### src/rtl/alu_core.sv
// 8-bit ALU stage that feeds the accumulator: single-cycle add/sub/logic/pass,
// plus sequential shift-left and shift-add multiply, with a one-cycle load strobe.
module alu_core #(
  parameter int WIDTH = 8,
  parameter int CNTW  = 4
) (
  input  logic             clk,
  input  logic             rst,
  input  logic             start,
  input  logic [2:0]       opcode,
  input  logic [WIDTH-1:0] a_in,
  input  logic [WIDTH-1:0] b_in,
  output logic [WIDTH-1:0] result,
  output logic             ld_ac,
  output logic             busy,
  output logic             zero_flag,
  output logic             carry_flag,
  output logic [1:0]       state_dbg
);

  // Handshake: start is sampled only while busy is low (IDLE); every accepted
  // start produces exactly one ld_ac pulse, and result/flags change only with it.
  // A start coinciding with ld_ac is accepted, so single-cycle ops can stream.

  localparam logic [2:0] OP_PASS = 3'b000;
  localparam logic [2:0] OP_ADD  = 3'b001;
  localparam logic [2:0] OP_SUB  = 3'b010;
  localparam logic [2:0] OP_AND  = 3'b011;
  localparam logic [2:0] OP_XOR  = 3'b100;
  localparam logic [2:0] OP_SHL  = 3'b101;
  localparam logic [2:0] OP_MUL  = 3'b110;

  typedef enum logic [1:0] {S_IDLE = 2'd0, S_SHIFT = 2'd1, S_MUL = 2'd2} state_t;

  state_t             state, state_n;
  logic [WIDTH-1:0]   sh_val, sh_n;
  logic [2*WIDTH-1:0] mcand, mcand_n;
  logic [WIDTH-1:0]   mplier, mplier_n;
  logic [2*WIDTH-1:0] prod, prod_n;
  logic [CNTW-1:0]    cnt, cnt_n;
  logic [WIDTH-1:0]   result_n;
  logic               ld_n, zero_n, carry_n;

  logic [WIDTH:0]     sum, diff;
  logic [2*WIDTH-1:0] prod_add;

  // Bit WIDTH of the difference is the borrow for unsigned subtraction.
  assign sum      = {1'b0, a_in} + {1'b0, b_in};
  assign diff     = {1'b0, a_in} - {1'b0, b_in};
  assign prod_add = prod + (mplier[0] ? mcand : '0);

  assign busy      = (state != S_IDLE);
  assign state_dbg = state;

  always_ff @(posedge clk or posedge rst) begin
    if (rst) begin
      state      <= S_IDLE;
      sh_val     <= '0;
      mcand      <= '0;
      mplier     <= '0;
      prod       <= '0;
      cnt        <= '0;
      result     <= '0;
      ld_ac      <= 1'b0;
      zero_flag  <= 1'b0;
      carry_flag <= 1'b0;
    end else begin
      state      <= state_n;
      sh_val     <= sh_n;
      mcand      <= mcand_n;
      mplier     <= mplier_n;
      prod       <= prod_n;
      cnt        <= cnt_n;
      result     <= result_n;
      ld_ac      <= ld_n;
      zero_flag  <= zero_n;
      carry_flag <= carry_n;
    end
  end

  always_comb begin
    state_n  = state;
    sh_n     = sh_val;
    mcand_n  = mcand;
    mplier_n = mplier;
    prod_n   = prod;
    cnt_n    = cnt;
    result_n = result;
    ld_n     = 1'b0;
    zero_n   = zero_flag;
    carry_n  = carry_flag;

    case (state)
      S_IDLE: begin
        if (start) begin
          ld_n    = 1'b1;
          carry_n = 1'b0;
          case (opcode)
            OP_PASS: result_n = b_in;
            OP_ADD: begin
              result_n = sum[WIDTH-1:0];
              carry_n  = sum[WIDTH];
            end
            OP_SUB: begin
              result_n = diff[WIDTH-1:0];
              carry_n  = diff[WIDTH];
            end
            OP_AND: result_n = a_in & b_in;
            OP_XOR: result_n = a_in ^ b_in;
            OP_SHL: begin
              if (b_in[2:0] == 3'd0) begin
                result_n = a_in;
              end else begin
                ld_n    = 1'b0;
                sh_n    = a_in;
                cnt_n   = CNTW'(b_in[2:0]);
                state_n = S_SHIFT;
              end
            end
            OP_MUL: begin
              ld_n     = 1'b0;
              mcand_n  = {{WIDTH{1'b0}}, a_in};
              mplier_n = b_in;
              prod_n   = '0;
              cnt_n    = CNTW'(WIDTH);
              state_n  = S_MUL;
            end
            default: result_n = a_in;
          endcase
        end
      end
      S_SHIFT: begin
        sh_n  = {sh_val[WIDTH-2:0], 1'b0};
        cnt_n = cnt - 1'b1;
        if (cnt == CNTW'(1)) begin
          result_n = {sh_val[WIDTH-2:0], 1'b0};
          carry_n  = sh_val[WIDTH-1];
          ld_n     = 1'b1;
          state_n  = S_IDLE;
        end
      end
      S_MUL: begin
        prod_n   = prod_add;
        mplier_n = mplier >> 1;
        mcand_n  = mcand << 1;
        cnt_n    = cnt - 1'b1;
        if (cnt == CNTW'(1)) begin
          result_n = prod_add[WIDTH-1:0];
          carry_n  = |prod_add[2*WIDTH-1:WIDTH];
          ld_n     = 1'b1;
          state_n  = S_IDLE;
        end
      end
      default: state_n = S_IDLE;
    endcase

    if (ld_n) zero_n = (result_n == '0);
  end

endmodule

### config.mk
export PLATFORM = sky130hd
export DESIGN_NAME = alu_core
export DESIGN_NICKNAME = d
export VERILOG_FILES = /design/src/rtl/alu_core.sv
export SDC_FILE = /design/constraint.sdc
export NUM_CORES = 1
export LEC_CHECK = 0
export ABC_AREA = 1
export CORE_MARGIN = 5
export CORE_UTILIZATION = 40
export CTS_CLUSTER_SIZE = 12
export DETAILED_ROUTE_END_ITERATION = 10
export GPL_ROUTABILITY_DRIVEN = 1
export REMOVE_ABC_BUFFERS = 1
export SETUP_SLACK_MARGIN = 0.2
export SYNTH_ARGS = -nofsm -noshare
export SYNTH_HDL_FRONTEND = slang
export SYNTH_SLANG_ARGS = --single-unit
### constraint.sdc
create_clock -name clk -period 2.9 [get_ports clk]
set_input_delay 0.58 -clock clk [delete_from_list [all_inputs] [get_ports clk]]
set_output_delay 0.58 -clock clk [all_outputs]
set_load 0.005 [all_outputs]
==> results.json <==
{
  "hold_class": "flip-flop to flip-flop",
  "ys_seq_elements": 65,
  "timing.critical_path.buf_inv": 3,
  "critical_path.top_delay_family": "simple AND/OR/NAND/NOR gates",
  "nNetsFinal": 946,
  "first_pass_iters": 5,
  "critPathRequiredTime_ns": 3.13,
  "die_area_sq_um": 15600,
  "tns_ns": 0,
  "antenna_found_initial": 0,
  "n_antenna_cell": 0,
  "chipHeight_um": 124.9,
  "rows": 42,
  "cts-root-buf": "clkbuf_16",
  "combPwrFrac": 0.529,
  "clkTransAtPathRegs_ns": 0.05,
  "syn_area_sq_um": 5279,
  "relSlewSlack": 0.6228,
  "pwr-share-clk": 0.194,
  "cp_cell_sequence": "buf_4, buf_4, nand2_1, inv_1, ha_1, a21oi_1, o21ai_0, a21oi_1, nand3b_1, nand2_1, nand2_1, nor2_2, nand2_1, nand2_1, nand2_1, nand2_1, nand2_1",
  "syn_inst": 822,
  "cts_tree": "built",
  "seq_area_sq_um": 1628,
  "via_count": 5334,
  "setup_viol": 0,
  "intPower_w": 0.002958,
  "seq_area_frac_synth": 0.3081,
  "wl_per_cell_um": 14.43,
  "clockBufferDepth": 2,
  "period_needed_ns": 2.577,
  "hold_viol": 0,
  "rsz0062_at_grt": "true",
  "power.switching_w": 0.002446,
  "place.gp.congestion": 0.9021,
  "path_class": "flip-flop to flip-flop",
  "fp.dieW_um": 124.9,
  "p_total_w": 0.005404,
  "avgSynthCellArea_sq_um": 6.422,
  "core_sq_um": 13090,
  "pwr-share-seq": 0.277,
  "portBuffers": 35,
  "io_pins": 36,
  "drt-initial-drc-count": 320,
  "leakage_nw": 3.408,
  "place_ws_ns": 0.09512,
  "max_freq_ghz": 0.3880,
  "critPathArrivalTime_ns": 2.81,
  "crit_top_cell": "nand2_1",
  "drive_gt1_frac": 0.08333,
  "slowest_delay_ns": 0.47,
  "avgViaCountPerCell": 5.013,
  "htreeDepth": 3,
  "clock_latency_ns": 0.34,
  "post-route-drc-count": 0,
  "crit_fanout": 8,
  "dp_hpwl_um": 12050,
  "fin_ws_ns": 0.3229,
  "power_density_nw_per_um2": 849.0,
  "multiInputGateArea_sq_um": 3118,
  "fin_worst_skew_ns": 0.005128,
  "grt-ovfl-total": 0,
  "fin_util": 0.4864,
  "synthToLayoutAreaGrowth_pct": 20.57,
  "clkSinkCount": 65,
  "wirelength_um": 15360,
  "grt_pass1_vias": 5218,
  "worst_path_max_delay_cell": "dfrtp_2",
  "endpoint_kind": "flip-flop",
  "irDropWorstVdd_mv": 0.3363,
  "nFillCells": 1351,
  "status": "complete, no violations",
  "grt_pass1_wl_um": 25620,
  "grt_use_total": 0.2005,
  "final_antenna_net_count": 0,
  "drv_cap": 0,
  "power_switching_share": 0.4527,
  "worst_pin_slew_ns": 0.5650,
  "ys_warn_count": 0,
  "drv_slew": 0,
  "holdWs_ns": 0.4939,
  "start_util": 0.4034,
  "numCtsBuffers": 9,
  "min_period_over_period": 0.8887,
  "crit_path_start_kind": "flip-flop",
  "yosysUniqueCellTypes": 31,
  "grt_max_degree": 66
}
[stage by stage]
stage | std cells | cell area (sq um)
finish | 1064 | 6365
global route | 1064 | 6365
CTS | 1062 | 6306
detailed placement | 1046 | 6022
global placement | 1046 | 6022
floorplan | 801 | 5184
[kinds of logic (layout without fill, tap and decap cells)]
family / Yosys count / in the layout / synth area share
AO/OA/AOI/OAI: 134 / 134 / 0.1408
AND/OR/NAND/NOR: 428 / 428 / 0.3323
buffers and inverters: 149 / 215 / 0.1090
adder cells (fa/ha/maj): 41 / 41 / 0.1014
XOR/XNOR: 5 / 5 / 0.008297
flip-flops: 65 / 65 / 0.3081
[flip-flops by register name (all words and copies together) (netlist names)]
signal	cells
zero_flag	1
ld_ac	1
state_dbg	2
mcand	16
mplier	8
prod	16
sh_val	8
cnt	4
carry_flag	1
result	8
[metal layers]
layer	wire length (um)	GRT usage	vias up
met1	6859	0.2568	2410
met2	7488	0.3438	131
li1	-	-	2768
met3	694	0.03345	25
met4	314	0.06633	0
met5	0	0	-
[cell type report]
cell class | instances | share of cell area
multi-input combinational | 608 | 0.4899
clock inverter | 5 | 0.004718
sequential | 65 | 0.2557
clock buffer | 11 | 0.03971
tap | 176 | 0.03460
inverter | 128 | 0.07549
timing repair buffer | 71 | 0.09986
[cell usage after synthesis, drive strengths merged]
library cell / number / area [sq um]
clkinv: 3 / 11.26
o31ai: 3 / 22.52
inv: 125 / 469.2
o211ai: 3 / 22.52
fa: 3 / 60.06
nor2: 79 / 296.5
a21boi: 2 / 15.01
xor2: 3 / 26.28
xnor2: 2 / 17.52
nand3: 73 / 365.4
a21oi: 45 / 225.2
o21a: 1 / 7.510
o21ai: 50 / 254.0
a31oi: 19 / 118.9
nand4: 12 / 75.07
or2: 3 / 18.77
nand2: 256 / 963.4
dfrtp: 65 / 1627
a22o: 1 / 8.760
buf: 14 / 68.81
nor3: 1 / 5.000
o22ai: 10 / 68.81
ha: 38 / 475.5
nand3b: 4 / 30.03
clkbuf: 7 / 26.28
[power groups by stage]
stage / combinational, W / clock, W / sequential (W)
floorplan: 0.00189 / 0 / 0.00144
global placement: 0.00279 / 0 / 0.00152
detailed placement: 0.00282 / 0 / 0.00152
CTS: 0.00283 / 0.00106 / 0.00151
global route: 0.00327 / 0.00110 / 0.00154
finish: 0.00286 / 0.00105 / 0.00150
[worst register-to-register path, delay by kind of cell, from the launching register on]
family	cells	cell delay, ns
fa+ha+maj	1	0.33
simple gates	10	0.78
buf+inv	3	0.37
compound gates	3	0.51
flops	1	0.47
[what timing repair did]
item,CTS,global route
setup endpoints to repair,1,2
setup buffers,0,2
hold buffers,0,0
cloned,0,0
gates resized for setup,1,19
pin swaps,0,2
[placed cells by master (no fill, tap or decap), types with 2 or more instances in the layout]
| master | n |
|---|---|
| nand2_1 | 254 |
| inv_1 | 123 |
| nor2_1 | 75 |
| nand3_1 | 73 |
| dfrtp_1 | 64 |
| o21ai_0 | 44 |
| a21oi_1 | 42 |
| ha_1 | 36 |
| buf_4 | 35 |
| clkdlybuf4s50_1 | 34 |
| a31oi_1 | 19 |
| nand4_1 | 12 |
| o22ai_1 | 9 |
| clkbuf_16 | 9 |
| o21ai_1 | 5 |
| nand3b_1 | 4 |
| nor2_2 | 4 |
| clkinv_1 | 3 |
| o211ai_1 | 3 |
| or2_2 | 3 |
| a21oi_2 | 3 |
| o31ai_1 | 3 |
| clkinv_2 | 3 |
| inv_2 | 2 |
| xnor2_1 | 2 |
| xor2_1 | 2 |
| a21boi_0 | 2 |
| nand2_2 | 2 |
| fa_2 | 2 |
| ha_2 | 2 |
| clkbuf_8 | 2 |
| clkinvlp_4 | 2 |
[path summary, 6_finish.rpt]
path / from / to / slack (ns) / cells after the start
setup / recovery: mplier[0] / carry_flag / 0.32 / 17
hold / removal: mplier[7] / mplier[7] / 0.49 / 2
setup reg to reg: mplier[0] / carry_flag / 0.32 / 17
hold reg to reg: mplier[7] / mplier[7] / 0.49 / 2
max in group asynchronous: rst / prod[5] / 1.98 / 3
min in group asynchronous: rst / prod[1] / 0.62 / 3
Power figures use the tool's default switching activity.
